### src/rtl/quick_spi_sequencer.sv
// Command sequencer in front of quick_spi: queues commands, issues them one at a time,
// captures read data into a response FIFO and halts when a transaction never completes.
module quick_spi_sequencer #(
    parameter int NUMBER_OF_SLAVES    = 2,
    parameter int SLAVE_INDEX_WIDTH   = 1,
    parameter int INCOMING_DATA_WIDTH = 8,
    parameter int OUTGOING_DATA_WIDTH = 16,
    parameter int CMD_FIFO_DEPTH      = 4,
    parameter int RSP_FIFO_DEPTH      = 4,
    parameter int TIMEOUT_CYCLES      = 1024
) (
    input  logic                           clk,
    input  logic                           reset,
    input  logic                           cmd_valid,
    output logic                           cmd_ready,
    input  logic [SLAVE_INDEX_WIDTH-1:0]   cmd_slave_index,
    input  logic                           cmd_operation,
    input  logic [OUTGOING_DATA_WIDTH-1:0] cmd_data,
    output logic                           rsp_valid,
    input  logic                           rsp_ready,
    output logic [INCOMING_DATA_WIDTH-1:0] rsp_data,
    output logic [SLAVE_INDEX_WIDTH-1:0]   rsp_slave_index,
    output logic                           busy,
    output logic                           timeout_error,
    input  logic                           error_clear,
    output logic                           spi_enable,
    output logic                           spi_start_transaction,
    output logic [NUMBER_OF_SLAVES-1:0]    spi_slave,
    output logic                           spi_operation,
    output logic [OUTGOING_DATA_WIDTH-1:0] spi_outgoing_data,
    input  logic                           spi_end_of_transaction,
    input  logic [INCOMING_DATA_WIDTH-1:0] spi_incoming_data
);

    localparam int CMD_AW = $clog2(CMD_FIFO_DEPTH);
    localparam int CMD_PW = CMD_AW + 1;
    localparam int RSP_AW = $clog2(RSP_FIFO_DEPTH);
    localparam int RSP_PW = RSP_AW + 1;
    localparam int TO_W   = $clog2(TIMEOUT_CYCLES);

    typedef enum logic [1:0] {IDLE, ISSUE, WAIT_EOT, HALT} state_t;

    state_t state, state_next;

    logic [CMD_PW-1:0]              cmd_wr_ptr, cmd_rd_ptr, cmd_wr_ptr_next, cmd_rd_ptr_next;
    logic [SLAVE_INDEX_WIDTH-1:0]   cmd_slave_mem [CMD_FIFO_DEPTH];
    logic                           cmd_op_mem    [CMD_FIFO_DEPTH];
    logic [OUTGOING_DATA_WIDTH-1:0] cmd_data_mem  [CMD_FIFO_DEPTH];
    logic                           cmd_full, cmd_empty, cmd_push, cmd_pop;

    logic [RSP_PW-1:0]              rsp_wr_ptr, rsp_rd_ptr;
    logic [SLAVE_INDEX_WIDTH-1:0]   rsp_slave_mem [RSP_FIFO_DEPTH];
    logic [INCOMING_DATA_WIDTH-1:0] rsp_data_mem  [RSP_FIFO_DEPTH];
    logic                           rsp_full, rsp_empty, rsp_push, rsp_pop;

    logic [TO_W-1:0]                wdog;
    logic                           timeout_hit, error_cleared;

    // Pointers carry one extra wrap bit so full and empty are distinguishable.
    assign cmd_empty = (cmd_wr_ptr == cmd_rd_ptr);
    assign cmd_full  = (cmd_wr_ptr[CMD_AW] != cmd_rd_ptr[CMD_AW]) &&
                       (cmd_wr_ptr[CMD_AW-1:0] == cmd_rd_ptr[CMD_AW-1:0]);
    assign cmd_ready = !cmd_full;
    assign cmd_push  = cmd_valid && cmd_ready;

    assign rsp_empty       = (rsp_wr_ptr == rsp_rd_ptr);
    assign rsp_full        = (rsp_wr_ptr[RSP_AW] != rsp_rd_ptr[RSP_AW]) &&
                             (rsp_wr_ptr[RSP_AW-1:0] == rsp_rd_ptr[RSP_AW-1:0]);
    assign rsp_valid       = !rsp_empty;
    assign rsp_pop         = rsp_valid && rsp_ready;
    assign rsp_data        = rsp_empty ? '0 : rsp_data_mem[rsp_rd_ptr[RSP_AW-1:0]];
    assign rsp_slave_index = rsp_empty ? '0 : rsp_slave_mem[rsp_rd_ptr[RSP_AW-1:0]];

    always_comb begin
        state_next    = state;
        cmd_pop       = 1'b0;
        rsp_push      = 1'b0;
        timeout_hit   = 1'b0;
        error_cleared = 1'b0;
        case (state)
            IDLE: begin
                // A READ may only issue when its response is guaranteed a slot.
                if (!cmd_empty && (cmd_op_mem[cmd_rd_ptr[CMD_AW-1:0]] || !rsp_full)) begin
                    cmd_pop    = 1'b1;
                    state_next = ISSUE;
                end
            end
            ISSUE: state_next = WAIT_EOT;
            WAIT_EOT: begin
                if (spi_end_of_transaction) begin
                    rsp_push   = !spi_operation;
                    state_next = IDLE;
                end else if (wdog == TO_W'(TIMEOUT_CYCLES - 1)) begin
                    timeout_hit = 1'b1;
                    state_next  = HALT;
                end
            end
            HALT: begin
                if (error_clear) begin
                    error_cleared = 1'b1;
                    state_next    = IDLE;
                end
            end
            default: state_next = IDLE;
        endcase
    end

    assign cmd_wr_ptr_next = cmd_push ? cmd_wr_ptr + CMD_PW'(1) : cmd_wr_ptr;
    assign cmd_rd_ptr_next = cmd_pop  ? cmd_rd_ptr + CMD_PW'(1) : cmd_rd_ptr;

    always_ff @(posedge clk) begin
        if (reset) begin
            state                 <= IDLE;
            cmd_wr_ptr            <= '0;
            cmd_rd_ptr            <= '0;
            rsp_wr_ptr            <= '0;
            rsp_rd_ptr            <= '0;
            wdog                  <= '0;
            busy                  <= 1'b0;
            timeout_error         <= 1'b0;
            spi_enable            <= 1'b0;
            spi_start_transaction <= 1'b0;
            spi_slave             <= '0;
            spi_operation         <= 1'b0;
            spi_outgoing_data     <= '0;
        end else begin
            state      <= state_next;
            cmd_wr_ptr <= cmd_wr_ptr_next;
            cmd_rd_ptr <= cmd_rd_ptr_next;
            if (rsp_push) rsp_wr_ptr <= rsp_wr_ptr + RSP_PW'(1);
            if (rsp_pop)  rsp_rd_ptr <= rsp_rd_ptr + RSP_PW'(1);

            if (cmd_push) begin
                cmd_slave_mem[cmd_wr_ptr[CMD_AW-1:0]] <= cmd_slave_index;
                cmd_op_mem[cmd_wr_ptr[CMD_AW-1:0]]    <= cmd_operation;
                cmd_data_mem[cmd_wr_ptr[CMD_AW-1:0]]  <= cmd_data;
            end
            if (rsp_push) begin
                rsp_slave_mem[rsp_wr_ptr[RSP_AW-1:0]] <= spi_slave[SLAVE_INDEX_WIDTH-1:0];
                rsp_data_mem[rsp_wr_ptr[RSP_AW-1:0]]  <= spi_incoming_data;
            end
            if (cmd_pop) begin
                spi_slave         <= NUMBER_OF_SLAVES'(cmd_slave_mem[cmd_rd_ptr[CMD_AW-1:0]]);
                spi_operation     <= cmd_op_mem[cmd_rd_ptr[CMD_AW-1:0]];
                spi_outgoing_data <= cmd_data_mem[cmd_rd_ptr[CMD_AW-1:0]];
            end

            if (state == ISSUE)         wdog <= '0;
            else if (state == WAIT_EOT) wdog <= wdog + TO_W'(1);

            if (timeout_hit)        timeout_error <= 1'b1;
            else if (error_cleared) timeout_error <= 1'b0;

            // Registered outputs are computed from next-cycle state so they line up with it.
            spi_start_transaction <= (state_next == ISSUE);
            spi_enable            <= (state_next != HALT);
            busy                  <= (cmd_wr_ptr_next != cmd_rd_ptr_next) ||
                                     (state_next == ISSUE) || (state_next == WAIT_EOT);
        end
    end

endmodule

### config.mk
export PLATFORM = sky130hd
export DESIGN_NAME = quick_spi_sequencer
export DESIGN_NICKNAME = d
export VERILOG_FILES = /design/src/rtl/quick_spi_sequencer.sv
export SDC_FILE = /design/constraint.sdc
export NUM_CORES = 1
export LEC_CHECK = 0
export ABC_AREA = 1
export BUFFER_PORTS_ARGS = -buffer_cell sky130_fd_sc_hd__buf_2
export CAP_MARGIN = 0
export CORE_AREA = 2 2 106 108
export CTS_BUF_LIST = sky130_fd_sc_hd__clkbuf_8
export CTS_CLUSTER_DIAMETER = 120
export DETAILED_ROUTE_END_ITERATION = 12
export DIE_AREA = 0 0 108 110
export GPL_TIMING_DRIVEN = 0
export PLACE_DENSITY = 0.8
export REMOVE_ABC_BUFFERS = 1
export SETUP_SLACK_MARGIN = 0.3
export SLEW_MARGIN = 20
export SYNTH_ARGS = -nofsm -noshare
export SYNTH_HDL_FRONTEND = slang
export SYNTH_SLANG_ARGS = --single-unit
export TNS_END_PERCENT = 10
### constraint.sdc
create_clock -name clk -period 3.8 [get_ports clk]
set_input_delay 0.57 -clock clk [delete_from_list [all_inputs] [get_ports clk]]
set_output_delay 0.57 -clock clk [all_outputs]
set_load 0.02 [all_outputs]
-- Word-level counts from Yosys, hierarchy flattened
Memories as Yosys holds them, arrays and structs flattened. A register that Yosys moved wholly into a read port is not among the register bits.
Index checks and enable logic that the tools add are counted.
- add/sub/neg operators: 5
- eq/ne operators: 14
- mux-type cells: 31
- reduce and logical (&&, ||, !) cells: 16
- operator list (cell ; number):
    $mux 1 ; 18
    $mux 2 ; 9
    $add 3x1->3 const B ; 4
    $add 10x1->10 const B ; 1
    $eq 10x10->1 const B ; 1
    $mux 8 ; 1
    $pmux 2 s4 ; 1
    $eq 2x2->1 const B ; 3
    $eq 3x3->1 ; 2
    $mux 3 ; 2
    $logic_and 1x1->1 ; 5
    $logic_not 1->1 ; 5
    $eq 2x1->1 const B ; 2
    $eq 2x2->1 ; 2
    $logic_or 1x1->1 ; 3
    $ne 3x3->1 ; 1
    $logic_not 2->1 ; 1
    $ne 1x1->1 ; 2
    $ne 2x2->1 const B ; 1
    $reduce_bool 2->1 ; 1
    $reduce_or 2->1 ; 1
- bits in registers: 29
- bits in writable memories: 108
- input port bits: 32
- output and inout port bits: 34
- logic and storage cells: 82
- memories: 5
- memory list (memory ; depth ; width ; read ports ; clocked after memory_dff ; write ports ; line ; text):
    cmd_data_mem ; 4 ; 16 ; 1 ; 1 ; 1 ; 48 ; logic [OUTGOING_DATA_WIDTH-1:0] cmd_data_mem [CMD_FIFO_DEPTH];
    rsp_data_mem ; 4 ; 8 ; 1 ; 1 ; 1 ; 53 ; logic [INCOMING_DATA_WIDTH-1:0] rsp_data_mem [RSP_FIFO_DEPTH];
    cmd_op_mem ; 4 ; 1 ; 1 ; 1 ; 1 ; 47 ; logic cmd_op_mem [CMD_FIFO_DEPTH];
    cmd_slave_mem ; 4 ; 1 ; 1 ; 1 ; 1 ; 46 ; logic [SLAVE_INDEX_WIDTH-1:0] cmd_slave_mem [CMD_FIFO_DEPTH];
    rsp_slave_mem ; 4 ; 1 ; 1 ; 1 ; 1 ; 52 ; logic [SLAVE_INDEX_WIDTH-1:0] rsp_slave_mem [RSP_FIFO_DEPTH];

-- Depth between registers and ports, before layout
- depth after elaboration: 11
- mapped depth: 15
- mapped depth without buffers: 15

-- Worst setup path before layout
Ideal clock, no wire load.
- kind: input to register
- start: in reset
- end: mem cmd_data_mem[0][0], enable pin
- setup time: 0.393 ns
- data arrival time: 1.880 ns
- data required time: 3.407 ns
- slack: 1.527 ns
- cell stages on the path: 5
- path buffers: 2
- path through: clkbuf_1 inv_1 buf_2 nand2_1 nor2_1
- word-level cells in the longest chain between the ends: 2
- RTL lines (what ; line ; text):
    start, declared ; 13 ; input logic reset,
    $mux 1 ; 112 ; if (reset) begin
    $mux 1 (implied by the code) ; 136 ; cmd_data_mem[cmd_wr_ptr[CMD_AW-1:0]] <= cmd_data;
    end, declared ; 48 ;
No other way between the ends.

==> results.md <==
* Status: finished, final reports clean
* Final Hold Fails at 0
* Flop-to-flop setup slack at 850 ps
* Slew @ Worst Pin at 904.5 ps
* Number of H-tree levels at 4
* Fillers at 812
* First-pass GRT wire length at 19,730 um
* R2R depth at 9
* Top cell type's share of synthesized area at 0.5111
* Nets at 701
* Clk_lat worst skew at 440 ps
* YS warnings at 0
* Worst r2r src: cmd_rd_ptr[0]$_SDFF_PP0_
* CTS Buf Count at 17
* Drt total wl at 12,580 um
* Top-count cell post-synth: nor2_1
* Adder-cell share of the synthesized area at 0.02169
* Slowest cell on the critical path: dfxtp_1
* FMAX at 332.5 MHz
* WL per Instance at 15.53 um
* Cell area after layout at 0.007179 mm2
* Worst-path clk slew at 80 ps
* Number of global-route vias before repair at 4,350
* GP Congestion at 0.8014
* CTS tree: built
* Worst Setup EP: rsp_data[6]
* Power density cells at 699.1 mW/mm2
* Pin count of the biggest net entering global routing at 42
* Placeable core area at 0.01070 mm2
* Hold Startpoint: spi_incoming_data[7]
* Num rows at 38
* CTS Root Buffer Type: clkbuf_8
* Metal3 WL at 750 um
* Crit-path cells: clkinv_1, nor2_1, o32ai_1, nand2_1, inv_1, buf_2
* Post-route ant nets at 0
* Syn Inst Count at 596
* RSZ-0062 raised after global routing: false
* Top routing layer used: met4
* Initial core utilization at 0.5931
* DRC viols at 0
* Simple-Gate Fraction of Synth Area at 0.1532
* Critical path type: flop to output pin
* Post-route minimum period at 3008 ps
* Synth area leaders: edfxtp_1 51%, dfxtp_1 15%, nor2_1 7.1%
* Starting DRT DRC Count at 285
* Initial antenna violation count at 0
* Multi-input logic area at 0.001822 mm2
* Largest family of logic cells by synthesized area: simple AND/OR/NAND/NOR gates
* Max Cap Violations at 0
* Critical Path AT at 2440 ps
* Post-CTS setup buffer count at 0
* Cell area after synthesis at 0.006345 mm2
* Clock Tree Buf Depth at 2
* Static Leak at 2.815 nW
* Synthesized flop and latch total at 156
* Met1 WL at 5059 um
* N_diodes at 0
* Vias/cell at 5.432
* Final worst path period share at 0.7915
* Top_reg_cell synth: edfxtp_1
* Data required, critical path at 3230 ps
* Io pins at 66
* Startpoint types: flop
* Reg area at 0.004209 mm2
* Yosys top cell by area: edfxtp_1
* Synth Area in Compound Gates at 0.1031
* Synth Area per Inst at 10.65 um2
* Post-synth EDFFs at 108
* Total grt overflow at 0
* DR vias at 4,400
* Hold slack final at 345.6 ps
* Final Max Slew Viols at 0
* Final TNS setup at 0 ps
* Endpoint class of the critical path: output pin
* WL met2 at 6631 um
* Clk sinks at 156
* Die H at 110 um
* Worst ir drop on vdd at 0.4378 mV
* Clock Skew at 11.28 ps
* Total chip power at 5.019 mW
* Final setup violation count at 0
* Max-Slew Margin vs Limit at 0.3948
* CP max FO at 19
* Overall Global Routing Usage at 0.2221
* Post-synthesis mux area share at 0
* P&R area growth vs syn at 13.15%
* Register area share after synthesis at 0.6626
* Xor and xnor fraction of the mapped netlist area at 0.006902
* Port bufs at 64
* Share of layout cells above drive strength 1 at 0.1791
* Die X at 108 um
* R2R Path End: cmd_data_mem[1][14]$_DFFE_PP_
* Synth unique cells at 37
* Die area at 0.01188 mm2
* Post-synth top cells: 120 x nor2_1, 108 x edfxtp_1, 67 x nand2_1
* Post-DP Area at 0.006783 mm2
* Post-DP HPWL at 7990 um
* Max incr delay on CP at 720 ps
* Asr flop ratio synth at 0
* DRT Pass-1 Iters at 5
* Worst hold path type: input port to flop
cells in the final DEF (no fill, tap or decap), drive strengths merged, types with 2 or more instances in the layout:
master | synthesis | routed
nor2 | 121 | 121
edfxtp | 108 | 108
nand2 | 74 | 74
o21ai | 70 | 70
buf | 12 | 68
inv | 51 | 54
dfxtp | 48 | 48
nand3 | 21 | 21
clkbuf | 13 | 19
a21oi | 18 | 18
a31oi | 18 | 18
ha | 11 | 11
o32ai | 9 | 9
clkinv | 1 | 6
xor2 | 5 | 5
nor3 | 5 | 5
bufinv | 0 | 3
or2 | 2 | 2
nor3b | 2 | 2
state kept, by name, indices dropped and copies added, names as in the netlist, 2 cells and up, named ones only:
register and flops:
state 2, spi_outgoing_data 16, cmd_rd_ptr 3, wdog 10, rsp_wr_ptr 3, rsp_rd_ptr 3
cmd_slave_mem 4, rsp_slave_mem 4, rsp_data_mem 32, cmd_data_mem 64, cmd_op_mem 4, cmd_wr_ptr 3
layout make-up:
| cell class | count | share of cell area |
|---|---|---|
| Sequential cell | 156 | 0.5863 |
| Timing Repair Buffer | 68 | 0.05298 |
| Inverter | 52 | 0.02788 |
| Clock buffer | 19 | 0.03642 |
| Clock inverter | 12 | 0.01830 |
| Tap cell | 140 | 0.02440 |
| Multi-Input combinational cell | 363 | 0.2537 |
report_power, final:
group	leakage [nW]	total, mW	internal [mW]	switching, mW
sequential	1.37	2.24	2.02	0.222
clock	0.210	1.22	0.665	0.551
combinational	1.23	1.56	0.496	1.07
total	2.81	5.02	3.18	1.84
per-layer routing:
metal  GRT usage  vias up
met5           0        -
met4      0.1035        0
met3     0.05996       13
met2      0.4021      122
met1      0.2439     2109
li1            -     2156
logic make-up (layout without fill, tap and decap cells):
family                     Yosys count  count (layout)
AOI/OAI and AO/OA                  118             118
other                                1               1
buffers and inverters               77             151
xor gates and xnor gates             5               5
DFF                                156             156
and+or+nand+nor                    228             228
adders and majority gates           11              11
worst max-delay path, delay by kind of cell (launching register included):
family / cells / cell delay (ps)
AND/OR/NAND/NOR: 2 / 350
flip-flops: 1 / 720
AO/OA/AOI/OAI: 1 / 110
buffers and inverters: 3 / 820
what timing repair did:
action,in CTS,in global routing
resized for setup,0,2
hold buffers,0,0
setup endpoints to repair,0,9
through the flow:
step | cells | util | setup WS (ps)
after floorplan | 571 | - | 630.3
after global placement | 775 | 0.6274 | -667.5
after detailed placement | 779 | 0.6340 | 510.2
after CTS | 810 | 0.6708 | 498.1
after global routing | 810 | 0.6711 | 549.9
final | 810 | 0.6711 | 792.3
how the worst min path moves through the flow:
| stage | slack [ps] | endpoint | cells after the start |
|---|---|---|---|
| 2_1_floorplan | 440 | wdog[9]$_SDFFE_PP0P_ | 2 |
| 3_3_place_gp | 460 | timeout_error$_SDFFE_PP0P_ | 2 |
| 3_5_place_dp | 470 | timeout_error$_SDFFE_PP0P_ | 2 |
| 4_1_cts | 320 | rsp_data_mem[0][7]$_DFFE_PP_ | 1 |
| 5_1_grt | 320 | cmd_data_mem[2][4]$_DFFE_PP_ | 1 |
| 6_report | 350 | rsp_data_mem[0][7]$_DFFE_PP_ | 1 |
Power figures use the tool's default switching activity.
